`config.mk`:
```
export PLATFORM = sky130hd
export DESIGN_NAME = load_store_unit_flat
export DESIGN_NICKNAME = d
export VERILOG_FILES = /design/src/rtl/load_store_unit_if.sv /design/src/rtl/load_store_unit.sv /design/src/flat_wrapper.sv
export SDC_FILE = /design/constraint.sdc
export NUM_CORES = 1
export LEC_CHECK = 0
export CORE_AREA = 2 2 119 121
export CTS_CLUSTER_SIZE = 30
export DETAILED_ROUTE_END_ITERATION = 6
export DIE_AREA = 0 0 121 123
export GPL_TIMING_DRIVEN = 1
export PLACE_DENSITY_LB_ADDON = 0.05
export SLEW_MARGIN = 0
export SYNTH_ARGS = -nofsm -noshare
export SYNTH_HDL_FRONTEND = slang
export SYNTH_SLANG_ARGS = --single-unit
```
`constraint.sdc`:
```
create_clock -name clk -period 1.7 [get_ports clk]
set_input_delay 0.255 -clock clk [delete_from_list [all_inputs] [get_ports clk]]
set_output_delay 0.255 -clock clk [all_outputs]
set_load 0.005 [all_outputs]
```
`src/rtl/load_store_unit_if.sv`:
```
// Request/response handshake and data-port bus between the CPU memory stage,
// the load/store unit and port 1 of the byte-addressed memory.
interface load_store_unit_if;
  // CPU request
  logic        req_valid;
  logic        req_ready;
  logic        req_write;
  logic [2:0]  req_funct3;
  logic [31:0] req_addr;
  logic [31:0] req_wdata;
  // CPU response
  logic        rsp_valid;
  logic        rsp_ready;
  logic [31:0] rsp_rdata;
  logic        rsp_fault;
  // Memory data port
  logic        mem_write_en;
  logic [31:0] mem_address;
  logic [31:0] mem_write_data;
  logic [3:0]  mem_byte_enable;
  logic [31:0] mem_read_data;

  // Load/store unit side
  modport slave (
    input  req_valid,
    output req_ready,
    input  req_write,
    input  req_funct3,
    input  req_addr,
    input  req_wdata,
    output rsp_valid,
    input  rsp_ready,
    output rsp_rdata,
    output rsp_fault,
    output mem_write_en,
    output mem_address,
    output mem_write_data,
    output mem_byte_enable,
    input  mem_read_data
  );

  // CPU and memory side
  modport master (
    output req_valid,
    input  req_ready,
    output req_write,
    output req_funct3,
    output req_addr,
    output req_wdata,
    input  rsp_valid,
    output rsp_ready,
    input  rsp_rdata,
    input  rsp_fault,
    input  mem_write_en,
    input  mem_address,
    input  mem_write_data,
    input  mem_byte_enable,
    output mem_read_data
  );
endinterface

```
`src/rtl/load_store_unit.sv`:
```
// Non-pipelined load/store unit: turns one CPU load or store into a word-aligned,
// byte-enabled access on the memory data port and returns extended load data.
// Misaligned accesses and illegal width codes are answered with a fault and
// never reach memory.
module load_store_unit #(
  parameter int unsigned WAIT_CYCLES = 0
) (
  input logic              clk,
  input logic              rst,
  load_store_unit_if.slave bus
);

  typedef enum logic [1:0] {
    StIdle,
    StAccess,
    StResp
  } state_e;

  state_e      state_q, state_d;
  logic        write_q, write_d;
  logic [2:0]  funct3_q, funct3_d;
  logic [1:0]  offset_q, offset_d;
  logic [3:0]  count_q, count_d;
  logic [3:0]  byte_enable_q, byte_enable_d;
  logic [31:0] address_q, address_d;
  logic [31:0] write_data_q, write_data_d;
  logic [31:0] rdata_q, rdata_d;
  logic        fault_q, fault_d;

  // Decoded view of the request currently on the bus
  logic        req_fault;
  logic [3:0]  req_byte_enable;
  logic [31:0] req_lane_data;
  logic [4:0]  req_shift;

  // Load data path
  logic [31:0] shifted_rdata;
  logic [31:0] load_value;

  // Classify the incoming request and map it onto byte lanes.
  always_comb begin
    req_fault = 1'b0;
    case (bus.req_funct3)
      3'b000, 3'b100: req_fault = 1'b0;
      3'b001, 3'b101: req_fault = bus.req_addr[0];
      3'b010:         req_fault = |bus.req_addr[1:0];
      default:        req_fault = 1'b1;
    endcase
    // Unsigned widths only exist for loads
    if (bus.req_write && bus.req_funct3[2]) begin
      req_fault = 1'b1;
    end

    req_shift = {bus.req_addr[1:0], 3'b000};
    case (bus.req_funct3[1:0])
      2'b00: begin
        req_byte_enable = 4'b0001 << bus.req_addr[1:0];
        req_lane_data   = bus.req_wdata << req_shift;
      end
      2'b01: begin
        req_byte_enable = 4'b0011 << bus.req_addr[1:0];
        req_lane_data   = bus.req_wdata << req_shift;
      end
      default: begin
        req_byte_enable = 4'b1111;
        req_lane_data   = bus.req_wdata;
      end
    endcase
  end

  // Align the returned word to the addressed byte and extend per width code.
  always_comb begin
    shifted_rdata = bus.mem_read_data >> {offset_q, 3'b000};
    case (funct3_q)
      3'b000:  load_value = {{24{shifted_rdata[7]}}, shifted_rdata[7:0]};
      3'b001:  load_value = {{16{shifted_rdata[15]}}, shifted_rdata[15:0]};
      3'b100:  load_value = {24'h000000, shifted_rdata[7:0]};
      3'b101:  load_value = {16'h0000, shifted_rdata[15:0]};
      default: load_value = shifted_rdata;
    endcase
  end

  // Next-state logic and handshake/memory strobes.
  always_comb begin
    state_d       = state_q;
    write_d       = write_q;
    funct3_d      = funct3_q;
    offset_d      = offset_q;
    count_d       = count_q;
    byte_enable_d = byte_enable_q;
    address_d     = address_q;
    write_data_d  = write_data_q;
    rdata_d       = rdata_q;
    fault_d       = fault_q;

    bus.req_ready       = 1'b0;
    bus.rsp_valid       = 1'b0;
    bus.mem_write_en    = 1'b0;
    bus.mem_byte_enable = 4'b0000;

    unique case (state_q)
      StIdle: begin
        bus.req_ready = 1'b1;
        if (bus.req_valid) begin
          write_d  = bus.req_write;
          funct3_d = bus.req_funct3;
          offset_d = bus.req_addr[1:0];
          rdata_d  = 32'h0;
          fault_d  = req_fault;
          if (req_fault) begin
            state_d = StResp;
          end else begin
            // Bus address/data only move on a real access so they hold otherwise
            state_d       = StAccess;
            count_d       = 4'(WAIT_CYCLES);
            byte_enable_d = req_byte_enable;
            address_d     = {bus.req_addr[31:2], 2'b00};
            write_data_d  = req_lane_data;
          end
        end
      end
      StAccess: begin
        bus.mem_byte_enable = byte_enable_q;
        if (count_q == 4'd0) begin
          bus.mem_write_en = write_q;
          if (!write_q) begin
            rdata_d = load_value;
          end
          state_d = StResp;
        end else begin
          count_d = count_q - 4'd1;
        end
      end
      StResp: begin
        bus.rsp_valid = 1'b1;
        if (bus.rsp_ready) begin
          state_d = StIdle;
        end
      end
      default: state_d = StIdle;
    endcase
  end

  assign bus.mem_address    = address_q;
  assign bus.mem_write_data = write_data_q;
  assign bus.rsp_rdata      = rdata_q;
  assign bus.rsp_fault      = fault_q;

  // State and transaction registers with synchronous reset.
  always_ff @(posedge clk) begin
    if (rst) begin
      state_q       <= StIdle;
      write_q       <= 1'b0;
      funct3_q      <= 3'b000;
      offset_q      <= 2'b00;
      count_q       <= 4'd0;
      byte_enable_q <= 4'b0000;
      address_q     <= 32'h0;
      write_data_q  <= 32'h0;
      rdata_q       <= 32'h0;
      fault_q       <= 1'b0;
    end else begin
      state_q       <= state_d;
      write_q       <= write_d;
      funct3_q      <= funct3_d;
      offset_q      <= offset_d;
      count_q       <= count_d;
      byte_enable_q <= byte_enable_d;
      address_q     <= address_d;
      write_data_q  <= write_data_d;
      rdata_q       <= rdata_d;
      fault_q       <= fault_d;
    end
  end

endmodule

```
`src/flat_wrapper.sv`:
```
// flat-port wrapper written by rule: the top's interface ports become plain ports
module load_store_unit_flat 
#(
  parameter int unsigned WAIT_CYCLES = 0
)
  (clk, rst, bus_req_valid, bus_req_ready, bus_req_write, bus_req_funct3, bus_req_addr, bus_req_wdata, bus_rsp_valid, bus_rsp_ready, bus_rsp_rdata, bus_rsp_fault, bus_mem_write_en, bus_mem_address, bus_mem_write_data, bus_mem_byte_enable, bus_mem_read_data);
  load_store_unit_if bus_i ();
  input logic clk;
  input logic rst;
  input wire logic [$bits(bus_i.req_valid)-1:0] bus_req_valid;
  output wire logic [$bits(bus_i.req_ready)-1:0] bus_req_ready;
  input wire logic [$bits(bus_i.req_write)-1:0] bus_req_write;
  input wire logic [$bits(bus_i.req_funct3)-1:0] bus_req_funct3;
  input wire logic [$bits(bus_i.req_addr)-1:0] bus_req_addr;
  input wire logic [$bits(bus_i.req_wdata)-1:0] bus_req_wdata;
  output wire logic [$bits(bus_i.rsp_valid)-1:0] bus_rsp_valid;
  input wire logic [$bits(bus_i.rsp_ready)-1:0] bus_rsp_ready;
  output wire logic [$bits(bus_i.rsp_rdata)-1:0] bus_rsp_rdata;
  output wire logic [$bits(bus_i.rsp_fault)-1:0] bus_rsp_fault;
  output wire logic [$bits(bus_i.mem_write_en)-1:0] bus_mem_write_en;
  output wire logic [$bits(bus_i.mem_address)-1:0] bus_mem_address;
  output wire logic [$bits(bus_i.mem_write_data)-1:0] bus_mem_write_data;
  output wire logic [$bits(bus_i.mem_byte_enable)-1:0] bus_mem_byte_enable;
  input wire logic [$bits(bus_i.mem_read_data)-1:0] bus_mem_read_data;
  assign bus_i.req_valid = bus_req_valid;
  assign bus_req_ready = bus_i.req_ready;
  assign bus_i.req_write = bus_req_write;
  assign bus_i.req_funct3 = bus_req_funct3;
  assign bus_i.req_addr = bus_req_addr;
  assign bus_i.req_wdata = bus_req_wdata;
  assign bus_rsp_valid = bus_i.rsp_valid;
  assign bus_i.rsp_ready = bus_rsp_ready;
  assign bus_rsp_rdata = bus_i.rsp_rdata;
  assign bus_rsp_fault = bus_i.rsp_fault;
  assign bus_mem_write_en = bus_i.mem_write_en;
  assign bus_mem_address = bus_i.mem_address;
  assign bus_mem_write_data = bus_i.mem_write_data;
  assign bus_mem_byte_enable = bus_i.mem_byte_enable;
  assign bus_i.mem_read_data = bus_mem_read_data;
  load_store_unit #(.WAIT_CYCLES(WAIT_CYCLES)) u_core (.clk(clk), .rst(rst), .bus(bus_i));
endmodule
```
=== Word-level counts from Yosys, hierarchy flattened ===
Cells that the tools add are included.

* Register bits after elaboration: 111
* Bits of input ports: 104
* Output and inout port bits: 104

* $add $sub $neg: 1
* Equality and inequality tests: 16
* Shift operators: 4
* Multiplexer cells: 23
* Bitwise gates (word level): 1
* Reduce and logical (&&, ||, !) cells: 16

{| class="wikitable"
|+ Operator list
! kind !! count
|-
| 2-to-1 mux 32 bit || 4
|-
| one-hot mux 32 bit (4 select lines) || 1
|-
| one-hot mux 32 bit (2 select lines) || 1
|-
| << shifter 32 x 5 -> 32 bit || 1
|-
| right shift 32 x 5 -> 32 bit || 1
|-
| 2-to-1 mux 4 bit || 4
|-
| one-hot mux 4 bit (2 select lines) || 2
|-
| equality test 3 bit, second input constant || 4
|-
| != test 2 bit, second input constant || 5
|-
| 2-to-1 mux 2 bit || 4
|-
| AND reduction 4 bit || 2
|-
| OR reduction 2 bit || 4
|-
| equality test 3 x 1 -> 1 bit, second input constant || 2
|-
| logical NOT 3 bit || 2
|-
| one-hot mux 2 bit (3 select lines) || 1
|-
| AND reduction 3 bit || 2
|-
| 2-to-1 mux 1 bit || 5
|-
| equality test 2 x 1 -> 1 bit, second input constant || 2
|-
| logical NOT 2 bit || 2
|-
| logical NOT 4 bit || 1
|-
| << shifter 1 x 2 -> 4 bit, first input constant || 1
|-
| << shifter 2 x 2 -> 4 bit, first input constant || 1
|-
| subtractor 4 x 1 -> 4 bit, second input constant || 1
|-
| equality test 3 x 2 -> 1 bit, second input constant || 1
|-
| other kinds (7) || 7
|}

=== Logic depth before layout (Yosys ltp) ===
* Word-level depth: 7
* Gate-level depth with buffers: 8

=== Worst setup path after synthesis ===
No wires, ideal clock.

* Path kind: reg2reg
* Start point: register u_core.count_q[0]
* End point: register u_core.rdata_q[25] (netlist: u_core.bus.rsp_rdata[25])
* Setup time: 0.129 ns
* Arrival time: 1.699 ns
* Data required time: 1.571 ns
* Setup slack: -0.128 ns
* Cell stages (with the launch flop): 9
* Path buffers: 2
* Clock period less this slack: 1.828 ns
* Path through: dfxtp_1 > inv_1 > ha_1 > or3b_1 > buf_6 > o311a_4 > buf_6 > a22oi_1 > nand2_1

* Cells in the longest elaborated chain, start to end: 3

{| class="wikitable"
|+ RTL lines
! item !! RTL line !! text
|-
| from (decl) || load_store_unit.sv:23 || <nowiki>logic [3:0] count_q, count_d;</nowiki>
|-
| from (signal assigned) || load_store_unit.sv:167 || <nowiki>count_q <= count_d;</nowiki>
|-
| logical NOT 4 bit || load_store_unit.sv:124 || <nowiki>if (count_q == 4'd0) begin</nowiki>
|-
| != test 2 x 1 -> 1 bit (no source line) || n/a ||
|-
| AND reduction 4 bit (no source line) || n/a ||
|-
| to (signal assigned) || load_store_unit.sv:171 || <nowiki>rdata_q <= rdata_d;</nowiki>
|-
| to (decl) || load_store_unit.sv:27 || <nowiki>logic [31:0] rdata_q, rdata_d;</nowiki>
|}

Every way passes these cells.
A chain may end at the register's enable or synchronous reset.

=== Worst setup path in the final report ===
* Start point: register u_core.count_q[1]
* End point: register u_core.rdata_q[30] (netlist: u_core.bus.rsp_rdata[30])

Same word-level chain as after synthesis.

==> flow_summary.rst <==
.. list-table::
   :header-rows: 1

   * - Metric
     - Value
   * - Share of total power in sequential cells
     - 44.5%
   * - RSZ-0062 raised after global routing
     - yes
   * - Full die area
     - 0.01488 mm²
   * - Die outline height
     - 123 µm
   * - Net Sw Power
     - 1.632 mW
   * - Number of enable flip-flop cells after synthesis
     - 0
   * - Worst-case reg-to-reg path depth
     - 6
   * - Std-Cell Rows
     - 43
   * - WL/cell
     - 16.78 µm
   * - Fraction of registers with async set or reset after synthesis
     - 0%
   * - Most frequently used cell type in the post-synthesis netlist
     - nand2_1
   * - Data required time of the critical path
     - 1940 ps
   * - Worst clock skew
     - 6.963 ps
   * - Launch instance of the worst min-delay path
     - rst
   * - Reg2Reg Capture Point
     - u_core.bus.rsp_rdata[30]
   * - Count of input and output buffers
     - 205
   * - Crit end category
     - register
   * - Maximum net fanout on the critical path
     - 8
   * - Relative contribution of the clock network to total power
     - 33.9%
   * - Largest voltage drop on the vdd net
     - 0.0004595 V
   * - Depth of the worst hold-timing path
     - 2
   * - TritonCTS clock tree
     - built
   * - Routed Antenna Nets
     - 0
   * - Final Max Tran Viols
     - 0
   * - Top cells by area in the synthesized netlist
     - dfxtp_1 43%, nand2_1 8.9%, a21oi_1 7.8%
   * - Ratio of final minimum period to clock period
     - 103.7%
   * - Synth top area share
     - 42.72%
   * - Status
     - finished, violations left
   * - Count of antenna diodes in the layout
     - 0
   * - Half-perimeter wire length of the detailed placement result
     - 12560 µm
   * - Synth Flop Type
     - dfxtp_1
   * - Final Cell Area
     - 0.008449 mm²
   * - Internal power contribution
     - 4.696 mW
   * - Classification of the worst-slack hold path
     - primary input to register
   * - Initial detailed-routing violation count
     - 339
   * - Synth warn
     - 0
   * - Final layout net count
     - 968
   * - Failing checks
     - negative setup slack
   * - Pre-Repair DR Iteration Count
     - 4
   * - Final Worst Setup Slack
     - -62.73 ps
   * - GRT Overall Usage
     - 23.43%
   * - Synthesized netlist cell count
     - 632
   * - Num CTS Buffers
     - 9
   * - Tightest hold margin
     - 236.6 ps
   * - Source of the worst register-to-register timing path
     - u_core.count_q[1]
   * - Starting density of the core
     - 38.21%
   * - Critical path class
     - register to register
   * - Wire length of the first global-routing pass
     - 27510 µm
   * - Static leakage
     - 3.175 nW
   * - Final setup vio count
     - 19
   * - Sequential-to-total area share from yosys stat
     - 42.72%
   * - Clock Path Buffers
     - 2
   * - Post-Synthesis Cell Area
     - 0.005201 mm²
   * - Critical Path AT
     - 2010 ps
   * - Setup TNS after final layout
     - -757.2 ps
   * - Aggregate routed wire length
     - 17570 µm
   * - Commonest cells in the netlist
     - 124 x nand2_1, 111 x dfxtp_1, 81 x a21oi_1
   * - Flop and latch count out of synthesis
     - 111
   * - Number of global-route vias before repair
     - 5419
   * - Remaining routing DRC violations
     - 0
   * - Core region area
     - 0.01361 mm²
   * - Overall Power
     - 6.329 mW
   * - Worst min-delay path endpoint
     - u_core.offset_q[1]
   * - Number of ports placed on the die boundary
     - 208
   * - Shortest clock period the worst path allows after layout
     - 1763 ps
   * - Nature of the critical path startpoint
     - register
   * - Worst skew pair latency
     - 350 ps
   * - Clock-pin slew on the worst setup and hold paths
     - 70 ps
   * - Horizontal die dimension
     - 121 µm
   * - R2R Setup Slk
     - -60 ps
   * - Max-Cap Viols
     - 0
   * - Count of hold buffers inserted by post-cts repair
     - 0
   * - Layout cell share with drive strength beyond 1
     - 19.15%
   * - Number of placed cells counting well taps
     - 1023
   * - Via count of the routed design
     - 5486
   * - Layout Area Growth over Synthesis
     - 62.45%
   * - Source of the critical timing path
     - u_core.count_q[1]
   * - Post-Syn Area per Cell
     - 8.230 µm²
   * - Remaining global-route overflow
     - 0
   * - Final weighted congestion of routability-driven global placement
     - 0.9023
   * - Final hold violation count
     - 0
   * - Sw Ratio
     - 25.79%
   * - Post-route non-filler standard cell count
     - 1047
   * - Pin count of the biggest net entering global routing
     - 43
   * - CTS H-tree lvls
     - 3
   * - Via density
     - 5.240
   * - Fraction of power consumed by combinational cells
     - 21.7%
   * - Clock sink count
     - 111
   * - Power density relative to cell area
     - 749.0 mW/mm²
   * - Root cell of the clock tree
     - clkbuf_16
   * - Number of library cell types mapped by synthesis
     - 55
   * - Number of antenna violations at the first check in global routing
     - 0
   * - Leading area contributor after synthesis
     - dfxtp_1
   * - Area after detailed placement
     - 0.007747 mm²
   * - Max Clk Rate
     - 0.5673 GHz
## layout make-up
class / instances / area, µm²
fill: 1172 / 5162
multi-input combinational: 450 / 2964
timing repair buffer: 269 / 2650
sequential: 111 / 2228
clock buffer: 14 / 264.0
tap: 180 / 225.2
inverter: 21 / 78.83
clock inverter: 2 / 38.79
## worst max-delay path, cell delays in order (launching register included)
cell     delay, ps
dfxtp_2        320
inv_2           70
ha_4           130
or3b_4         430
o311a_4        420
a22oi_2        230
nand2_4         50
## layout by cell type, fill, tap and decap left out, types with 8 or more instances in the layout
cell,n
clkbuf_16,10
o21ai_0,20
clkdlybuf4s50_1,194
a22oi_2,16
a22o_1,13
nand3b_1,17
a21oi_1,80
o22a_1,8
o211ai_1,8
mux2_2,8
buf_6,9
nor2_1,34
dfxtp_1,108
nand2b_1,12
inv_1,19
nand2_1,106
mux2i_1,15
a32oi_1,8
nand2_2,17
o21ai_1,10
buf_4,48
## flip-flops by register name, summed over array words and instances, names as in the netlist
| register | count |
|---|---|
| u_core.bus.rsp_rdata | 32 |
| u_core.state_q | 2 |
| u_core.funct3_q | 3 |
| u_core.count_q | 4 |
| u_core.bus.mem_write_data | 32 |
| u_core.offset_q | 2 |
| u_core.bus.rsp_fault | 1 |
| u_core.bus.mem_address | 30 |
| u_core.byte_enable_q | 4 |
| u_core.write_q | 1 |
## layer usage
layer / vias to the layer above / global-route usage, % / share of wire, %
li1: 2683 / - / -
met1: 2578 / 30.60 / 44
met2: 196 / 36.83 / 46
met3: 29 / 6.688 / 7.7
met4: 0 / 8.794 / 2.1
met5: - / 0 / 0
## power by group through the flow
stage	clock, mW	combinational (mW)	sequential (mW)
after floorplan	0	0.575	2.86
after global placement	0	1.28	2.86
after detailed placement	0	1.29	2.87
after CTS	2.20	1.34	2.81
after global routing	2.32	1.48	2.83
final	2.15	1.37	2.81
## worst max-delay path by stage
stage / endpoint / slack (ps) / cells past startpoint
2_1_floorplan: u_core.bus.rsp_rdata[25] / -110 / 8
3_3_place_gp: u_core.bus.mem_write_data[18] / -310 / 6
3_5_place_dp: u_core.bus.mem_write_data[19] / -370 / 6
4_1_cts: u_core.bus.rsp_rdata[18] / -80 / 6
5_1_grt: u_core.bus.rsp_rdata[22] / -140 / 8
6_report: u_core.bus.rsp_rdata[30] / -60 / 6
## cells by family (layout without fill, tap and decap cells)
kind of cell    count (synthesis)  after routing  synth area share, %
compound gates                200            202                24.75
fa+ha+maj                       2              2               0.4810
buf+inv                        74            306                6.543
flops                         111            111                42.72
mux                            24             24                5.052
other cells                     1              2              0.07210
simple gates                  220            220                20.38
## repair_timing
item                                    CTS  global route
gates cloned                              3             0
buffers inserted                          5             0
resized for setup                        52            46
pin swaps                                32            14
endpoints found under the setup margin   38            89
## metrics by stage
stage          setup WS [ps]  util, %
5_1_grt               -141.5    62.07
2_1_floorplan         -107.9        -
3_5_place_dp          -374.5    56.92
6_report              -62.73    62.07
4_1_cts               -80.13    60.92
3_3_place_gp          -310.2    56.92
No activity file was read; power rests on OpenSTA's default activity.
